### src/rtl/fp_norm128_if.sv
// Handshake and field bundle between the quad decompose stage, the
// sequential normalizer and the multiply/divide front-ends.
interface fp_norm128_if #(
    parameter int XW = 17
);
    // upstream side: decomposed operand fields
    logic           in_valid;
    logic           in_ready;
    logic           sgn_i;
    logic [14:0]    exp_i;
    logic [112:0]   fract_i;
    logic           xz_i;
    logic           vz_i;
    logic           inf_i;
    logic           nan_i;

    // downstream side: normalized result
    logic           out_valid;
    logic           out_ready;
    logic           sgn_o;
    logic [XW-1:0]  exp_o;
    logic [112:0]   fract_o;
    logic [6:0]     shift_o;
    logic           denorm_o;
    logic           vz_o;
    logic           inf_o;
    logic           nan_o;

    // view taken by the normalizer itself
    modport slave (
        input  in_valid, sgn_i, exp_i, fract_i, xz_i, vz_i, inf_i, nan_i,
        output in_ready,
        output out_valid, sgn_o, exp_o, fract_o, shift_o, denorm_o,
        output vz_o, inf_o, nan_o,
        input  out_ready
    );

    // view taken by whatever drives operands and consumes results
    modport master (
        output in_valid, sgn_i, exp_i, fract_i, xz_i, vz_i, inf_i, nan_i,
        input  in_ready,
        input  out_valid, sgn_o, exp_o, fract_o, shift_o, denorm_o,
        input  vz_o, inf_o, nan_o,
        output out_ready
    );
endinterface

### src/rtl/fp_norm128_seq.sv
// Sequential quad-precision normalizer: denormal fractions are left-shifted
// up to STEP bits per cycle until the hidden bit position (112) is set, with
// a signed extended exponent tracking the shift. Other classes pass through.
module fp_norm128_seq #(
    parameter int STEP = 8,
    parameter int XW   = 17
) (
    input  logic         clk,
    input  logic         rst_n,
    fp_norm128_if.slave  bus
);
    typedef enum logic [1:0] {IDLE, NORM, DONE} state_t;

    state_t         state_q, state_d;
    logic           sgn_q, sgn_d;
    logic [XW-1:0]  exp_q, exp_d;
    logic [112:0]   fract_q, fract_d;
    logic [6:0]     shift_q, shift_d;
    logic           denorm_q, denorm_d;
    logic           vz_q, vz_d;
    logic           inf_q, inf_d;
    logic           nan_q, nan_d;

    // top STEP bits of the fraction examined in one NORM iteration
    logic [STEP-1:0] win;
    logic [6:0]      lz;

    assign win = fract_q[112 -: STEP];

    // leading-zero count of the window; an all-zero window yields STEP,
    // so the same shift equation covers both the "keep going" and "finish" cases
    always_comb begin
        lz = 7'(STEP);
        for (int i = 0; i < STEP; i++) begin
            if (win[i]) lz = 7'(STEP - 1 - i);
        end
    end

    // next-state and datapath update
    always_comb begin
        state_d  = state_q;
        sgn_d    = sgn_q;
        exp_d    = exp_q;
        fract_d  = fract_q;
        shift_d  = shift_q;
        denorm_d = denorm_q;
        vz_d     = vz_q;
        inf_d    = inf_q;
        nan_d    = nan_q;
        case (state_q)
            IDLE: begin
                if (bus.in_valid) begin
                    sgn_d   = bus.sgn_i;
                    fract_d = bus.fract_i;
                    shift_d = '0;
                    vz_d    = bus.vz_i;
                    inf_d   = bus.inf_i;
                    nan_d   = bus.nan_i;
                    if (bus.xz_i && !bus.vz_i) begin
                        exp_d    = XW'(1);
                        denorm_d = 1'b1;
                        state_d  = NORM;
                    end else begin
                        exp_d    = XW'(bus.exp_i);
                        denorm_d = 1'b0;
                        state_d  = DONE;
                    end
                end
            end
            NORM: begin
                if (fract_q == '0) begin
                    // malformed denormal with an empty fraction: never terminates otherwise
                    state_d = DONE;
                end else begin
                    fract_d = fract_q << lz;
                    exp_d   = exp_q - XW'(lz);
                    shift_d = shift_q + lz;
                    if (win != '0) state_d = DONE;
                end
            end
            DONE: begin
                if (bus.out_ready) state_d = IDLE;
            end
            default: state_d = IDLE;
        endcase
    end

    // state and result registers, cleared by asynchronous reset
    always_ff @(posedge clk or negedge rst_n) begin
        if (!rst_n) begin
            state_q  <= IDLE;
            sgn_q    <= 1'b0;
            exp_q    <= '0;
            fract_q  <= '0;
            shift_q  <= '0;
            denorm_q <= 1'b0;
            vz_q     <= 1'b0;
            inf_q    <= 1'b0;
            nan_q    <= 1'b0;
        end else begin
            state_q  <= state_d;
            sgn_q    <= sgn_d;
            exp_q    <= exp_d;
            fract_q  <= fract_d;
            shift_q  <= shift_d;
            denorm_q <= denorm_d;
            vz_q     <= vz_d;
            inf_q    <= inf_d;
            nan_q    <= nan_d;
        end
    end

    assign bus.in_ready  = (state_q == IDLE);
    assign bus.out_valid = (state_q == DONE);
    assign bus.sgn_o     = sgn_q;
    assign bus.exp_o     = exp_q;
    assign bus.fract_o   = fract_q;
    assign bus.shift_o   = shift_q;
    assign bus.denorm_o  = denorm_q;
    assign bus.vz_o      = vz_q;
    assign bus.inf_o     = inf_q;
    assign bus.nan_o     = nan_q;
endmodule

### src/flat_wrapper.sv
// flat-port wrapper written by rule: the top's interface ports become plain ports
module fp_norm128_seq_flat 
#(
    parameter int STEP = 8,
    parameter int XW   = 17
)
  (clk, rst_n, bus_in_valid, bus_sgn_i, bus_exp_i, bus_fract_i, bus_xz_i, bus_vz_i, bus_inf_i, bus_nan_i, bus_in_ready, bus_out_valid, bus_sgn_o, bus_exp_o, bus_fract_o, bus_shift_o, bus_denorm_o, bus_vz_o, bus_inf_o, bus_nan_o, bus_out_ready);
  fp_norm128_if #(.XW(XW)) bus_i ();
  input  logic clk;
  input  logic rst_n;
  input wire logic [$bits(bus_i.in_valid)-1:0] bus_in_valid;
  input wire logic [$bits(bus_i.sgn_i)-1:0] bus_sgn_i;
  input wire logic [$bits(bus_i.exp_i)-1:0] bus_exp_i;
  input wire logic [$bits(bus_i.fract_i)-1:0] bus_fract_i;
  input wire logic [$bits(bus_i.xz_i)-1:0] bus_xz_i;
  input wire logic [$bits(bus_i.vz_i)-1:0] bus_vz_i;
  input wire logic [$bits(bus_i.inf_i)-1:0] bus_inf_i;
  input wire logic [$bits(bus_i.nan_i)-1:0] bus_nan_i;
  output wire logic [$bits(bus_i.in_ready)-1:0] bus_in_ready;
  output wire logic [$bits(bus_i.out_valid)-1:0] bus_out_valid;
  output wire logic [$bits(bus_i.sgn_o)-1:0] bus_sgn_o;
  output wire logic [$bits(bus_i.exp_o)-1:0] bus_exp_o;
  output wire logic [$bits(bus_i.fract_o)-1:0] bus_fract_o;
  output wire logic [$bits(bus_i.shift_o)-1:0] bus_shift_o;
  output wire logic [$bits(bus_i.denorm_o)-1:0] bus_denorm_o;
  output wire logic [$bits(bus_i.vz_o)-1:0] bus_vz_o;
  output wire logic [$bits(bus_i.inf_o)-1:0] bus_inf_o;
  output wire logic [$bits(bus_i.nan_o)-1:0] bus_nan_o;
  input wire logic [$bits(bus_i.out_ready)-1:0] bus_out_ready;
  assign bus_i.in_valid = bus_in_valid;
  assign bus_i.sgn_i = bus_sgn_i;
  assign bus_i.exp_i = bus_exp_i;
  assign bus_i.fract_i = bus_fract_i;
  assign bus_i.xz_i = bus_xz_i;
  assign bus_i.vz_i = bus_vz_i;
  assign bus_i.inf_i = bus_inf_i;
  assign bus_i.nan_i = bus_nan_i;
  assign bus_in_ready = bus_i.in_ready;
  assign bus_out_valid = bus_i.out_valid;
  assign bus_sgn_o = bus_i.sgn_o;
  assign bus_exp_o = bus_i.exp_o;
  assign bus_fract_o = bus_i.fract_o;
  assign bus_shift_o = bus_i.shift_o;
  assign bus_denorm_o = bus_i.denorm_o;
  assign bus_vz_o = bus_i.vz_o;
  assign bus_inf_o = bus_i.inf_o;
  assign bus_nan_o = bus_i.nan_o;
  assign bus_i.out_ready = bus_out_ready;
  fp_norm128_seq #(.STEP(STEP), .XW(XW)) u_core (.clk(clk), .rst_n(rst_n), .bus(bus_i));
endmodule
### config.mk
export PLATFORM = sky130hd
export DESIGN_NAME = fp_norm128_seq_flat
export DESIGN_NICKNAME = d
export VERILOG_FILES = /design/src/rtl/fp_norm128_if.sv /design/src/rtl/fp_norm128_seq.sv /design/src/flat_wrapper.sv
export SDC_FILE = /design/constraint.sdc
export NUM_CORES = 1
export LEC_CHECK = 0
export ABC_AREA = 1
export BUFFER_PORTS_ARGS = -buffer_cell sky130_fd_sc_hd__buf_4
export CAP_MARGIN = 15
export CELL_PAD_IN_SITES_DETAIL_PLACEMENT = 0
export CELL_PAD_IN_SITES_GLOBAL_PLACEMENT = 1
export CORE_ASPECT_RATIO = 0.7
export CORE_MARGIN = 10
export CORE_UTILIZATION = 34
export CTS_CLUSTER_SIZE = 30
export DETAILED_ROUTE_END_ITERATION = 7
export MAX_ROUTING_LAYER = met4
export PLACE_DENSITY = 0.84
export SLEW_MARGIN = 20
export SYNTH_ARGS = -nofsm -noshare
export SYNTH_HDL_FRONTEND = slang
export SYNTH_SLANG_ARGS = --single-unit
### constraint.sdc
create_clock -name clk -period 3.5 [get_ports clk]
set_input_delay 0.7 -clock clk [delete_from_list [all_inputs] [get_ports clk]]
set_output_delay 0.7 -clock clk [all_outputs]
set_load 0.05 [all_outputs]
---- Word-level counts from Yosys, hierarchy flattened ----
Index checks and enable logic that the tools add are counted.
word-level totals
  register bits after elaboration ......... 144
  output and inout port bits .............. 144
  word-level logic and storage cells ...... 52
operators by class
  add/sub/neg operators ................... 2
  equal/unequal tests ..................... 6
  shifts and indexed selects .............. 1
  mux-type cells .......................... 25
  reduce and logical (&&, ||, !) cells .... 9
operators with widths
  cell                count
  $mux 113            2
  $pmux 113 s2        1
  $logic_not 113->1   1
  $shl 113x7->113     1
  $mux 7              9
  $mux 17             2
  $pmux 17 s2         1
  $sub 17x7->17       1
  $mux 15             1
  $pmux 7 s2          1
  $mux 2              5
  $reduce_bool 8->1   1
  $add 7x7->7         1
  $pmux 2 s3          1
  $reduce_and 3->1    2
  $mux 4              1
  $ne 2x2->1 const B  2
  $ne 3x1->1 const B  1
  $eq 2x1->1 const B  1
  $eq 2x2->1 const B  1
  $logic_not 2->1     1
  $ne 2x1->1 const B  1
  $reduce_and 2->1    1
  $reduce_bool 2->1   1
  3 further kinds     3

---- Depth between registers and ports, before layout ----
  depth in word-level cells ............... 11
  depth in mapped cells ................... 22
  mapped depth without buffers ............ 20

---- Worst setup path before layout ----
No wires, ideal clock.
  path type ............................... reg2reg
  start ................................... register u_core.fract_q[107], in the netlist u_core.bus.fract_o[107]
  end ..................................... register u_core.exp_q[16], in the netlist u_core.bus.exp_o[16]
  library setup time ...................... 135 ps
  data arrival time ....................... 3277 ps
  data required time ...................... 3365 ps
  setup slack ............................. 88 ps
  cell stages (with the launch flop) ...... 22
  path through ............................ dfrtp_1 -> inv_1 -> nand2_1 -> nand2_1 -> nand2_1 -> nand2_2 -> nand2_2 -> buf_6 -> buf_2 -> ha_1 -> inv_1 -> fa_1 -> nand2_1 -> inv_1 -> a21oi_1 -> nand3_1 -> nor2_1 -> nand3_1 -> nor3_1 -> nand2_1 -> nor2_1 -> nor3_1
on the way
  cells in the longest elaborated chain, start to end .. 9
RTL lines
  what                      line                   source
  start: declaration        fp_norm128_seq.sv:17   logic [112:0] fract_q, fract_d;
  start signal: assignment  fp_norm128_seq.sv:104  fract_q <= fract_d;
  $mux 7 (6 in series)      fp_norm128_seq.sv:35   if (win[i]) lz = 7'(STEP - 1 - i);
  $sub 17x7->17             fp_norm128_seq.sv:76   exp_d = exp_q - XW'(lz);
  $mux 17                   fp_norm128_seq.sv:71   if (fract_q == '0) begin
  $pmux 17 s2               fp_norm128_seq.sv:50   case (state_q)
  end signal: assignment    fp_norm128_seq.sv:103  exp_q <= exp_d;
  end: declaration          fp_norm128_seq.sv:16   logic [XW-1:0] exp_q, exp_d;
Parallel ways exist; a longest one is shown, timed or not. The select of a mux whose other input is x is not followed.
A chain may end at the register's enable or synchronous reset.

---- Worst setup path after layout ----
  start ................................... register u_core.fract_q[106], in the netlist u_core.bus.fract_o[106]
  end ..................................... register u_core.exp_q[16], in the netlist u_core.bus.exp_o[16]
on the way
  cells in the longest elaborated chain, start to end .. 10
RTL lines
  what                  line
  $mux 7 (7 in series)  fp_norm128_seq.sv:35
  $sub 17x7->17         fp_norm128_seq.sv:76
  $mux 17               fp_norm128_seq.sv:71
  $pmux 17 s2           fp_norm128_seq.sv:50
Parallel ways exist; a longest one is shown, timed or not. The select of a mux whose other input is x is not followed.

==> flow_summary.ini <==
[timing]
fin_ws_ns = 0.505
tightest_slew_ns = 1.04
rsz0062_at_grt = false
hold_viol_final = 0
skew_ns = 0.00972
min_period_ns = 3.00
fmax_mhz = 334
setup_violations = 0
slew_headroom_pct = 30.4
whs_ns = 0.224
fin_tns_setup_ns = 0
maxSlewViolCount = 0
period_share_pct = 85.6

[clock_network]
cts_setup_buffers = 0
clock-root-buffer = clkbuf_16
h-tree-depth = 4
ctsHoldBuffers = 0
path_clk_slew_ns = 0.07
worstSkewPairLatency_ns = 0.45
cts_resized = 0
cts_tree = yes
clock_path_buffers = 2
cts.sinks = 144
cts_buffers = 17

[synth]
synth_seq_cells = 144
synth_area_leader_cell = dfrtp_1
synthTopCellsByArea = dfrtp_1 27%, nand3_1 26%, nand2_1 17%, nor2_1 8.0%, inv_1 7.8%
yosysWarningCount = 0
syn_nets = 2540
yosysSeqAreaShare_pct = 26.6
yosysUniqueCellTypes = 33
netlist_area_mm2 = 0.0135
syn_avg_cell_area_um2 = 5.66
netlist.area_leader.share_pct = 26.6
postSynthCellCount = 2393

[detailed_routing]
first_pass_iters = 6
vias_per_cell = 5.50
post-route-drc-count = 0
wire_per_inst_um = 19.2
drtAntennaViolNets = 0
drtIter0Drc = 2198
wirelength_mm = 60.0
vias = 17100

[global_routing]
grt_use_total_pct = 24.7
antenna_found_initial = 0
grt_pass1_wl_mm = 93.0
grt_pass1_vias = 16200
grt_max_degree = 133
overflow = 0

[critical_path]
timing.rr.end = u_core.bus.exp_o[16]
cp_max_fo = 6
cp-startpoint = u_core.bus.fract_o[106]
arrival_ns = 3.33
crit_path_start_kind = flip-flop
required_ns = 3.83
ff2ff_path_depth = 21
end_kind = flip-flop
rrSetupSlack_ns = 0.50
criticalPathCategory = reg2reg
r2r-start = u_core.bus.fract_o[106]

[die]
io_pins = 281
rows = 61
die_h_um = 187
die_x_um = 259
start_util_pct = 34.3
core-area_mm2 = 0.0395
dieArea_mm2 = 0.0484

[power]
powerDensity_mw_per_mm2 = 906
p_leak_nw = 8.65
vdd_ir_drop_max_mv = 0.689
power_w = 0.0151

[final_layout]
final_nets = 2718
fillers = 4385
diodes = 0
instances_no_fill = 3117
final_layout_size_suffix_gt1_share_pct = 14.0
final_common_cell = nand3_1
layout_common_cells = 707 x nand3_1, 605 x nand2_1, 303 x buf_4
synthToLayoutAreaGrowth_pct = 23.1

[min_path]
hp-class = in2async

[place]
post-place-ws_ns = 0.549
place_congestion = 0.908
hpwl_mm = 42.4
portBuffers = 280
dp_cells = 3087

[run_status]
status = finished, final reports clean

[job]
cap_violations = 0
==> worst max-delay path by stage <==
stage	end	slack, ns	cells past startpoint
after floorplan	u_core.bus.exp_o[16]	0.09	21
after global routing	u_core.bus.exp_o[9]	0.21	15
after global placement	u_core.bus.exp_o[16]	0.60	21
final	u_core.bus.exp_o[16]	0.50	21
after detailed placement	u_core.bus.exp_o[16]	0.55	21
after CTS	u_core.bus.exp_o[16]	0.53	21
==> sequential cells by signal, indices dropped and copies added, names as in the netlist <==
register / count
u_core.bus.fract_o: 113
u_core.state_q: 2
u_core.bus.exp_o: 17
u_core.bus.vz_o: 1
u_core.bus.denorm_o: 1
u_core.bus.nan_o: 1
u_core.bus.inf_o: 1
u_core.bus.sgn_o: 1
u_core.bus.shift_o: 7
==> cell usage after synthesis <==
cell type    n
or2_1        2
a21oi_1     48
a21oi_2      1
buf_2       66
xor2_1       2
buf_1       23
dfrtp_1    144
ha_1         8
fa_1         2
xnor2_1      2
nand2_2      4
o211ai_1    17
o21ai_0     48
and2_1      10
o21ai_1      7
a21boi_0     2
buf_6        1
o22ai_1      3
o31ai_1      4
nand3_1    707
buf_4        7
nor2_2       1
and2_0       1
inv_2        2
a31oi_1      5
inv_1      281
nor2_1     289
clkbuf_1    59
nor3_1       6
nand4_1     31
nor4_1       1
nand2_1    608
a32oi_1      1
==> per-layer routing <==
layer	up-vias	routed length, µm	track usage (%)
met5	-	0	-
met4	0	1870	8.62
met3	128	6130	5.67
met2	986	25500	34.8
met1	7915	26500	33.8
li1	8118	-	-
==> report_power, final <==
part	switching, W	total, W	internal [W]
logic	0.00737	0.0103	0.00289
clock network	0.000823	0.00199	0.00117
registers	0.000678	0.00286	0.00219
total	0.00887	0.0151	0.00624
==> critical path: stages (launching register included) <==
cell and delay [ns]:
dfrtp_1 0.43, inv_2 0.08, nand2_1 0.05, nand2_1 0.07, nand2_1 0.05, nand2_1 0.11
nand2_4 0.08, nand2_4 0.08, ha_1 0.13, inv_1 0.06, fa_1 0.41, nand2_1 0.08
inv_1 0.05, a21oi_1 0.21, nand3_1 0.16, nor2_1 0.12, buf_4 0.16, nand3_1 0.10
nor3_1 0.20, nand2_1 0.08, nor2_1 0.10, nor3_1 0.06
==> cell type report <==
| cell class | count | area [µm²] | share of cell area, % |
|---|---|---|---|
| Clock buffer | 20 | 467 | 2.80 |
| Inverter | 283 | 1070 | 6.39 |
| Multi-Input combinational cell | 1810 | 8230 | 49.4 |
| Clock inverter | 10 | 136 | 0.818 |
| Sequential cell | 144 | 3600 | 21.6 |
| Timing Repair Buffer | 315 | 2510 | 15.0 |
| Tap cell | 535 | 669 | 4.01 |
==> kinds of logic after synthesis <==
kind of cell	share of synthesized area (%)
DFF	26.6
and+or+nand+nor	53.5
xor gates and xnor gates	0.259
AOI/OAI and AO/OA	5.58
buffers and inverters	13.0
adders and majority gates	1.03
==> per-stage QoR <==
stage | cell area (µm²) | util, %
floorplan | 13500 | -
global placement | 16100 | 40.7
detailed placement | 16100 | 40.7
CTS | 16700 | 42.2
global route | 16700 | 42.2
finish | 16700 | 42.2
No activity file was read; power rests on OpenSTA's default activity.
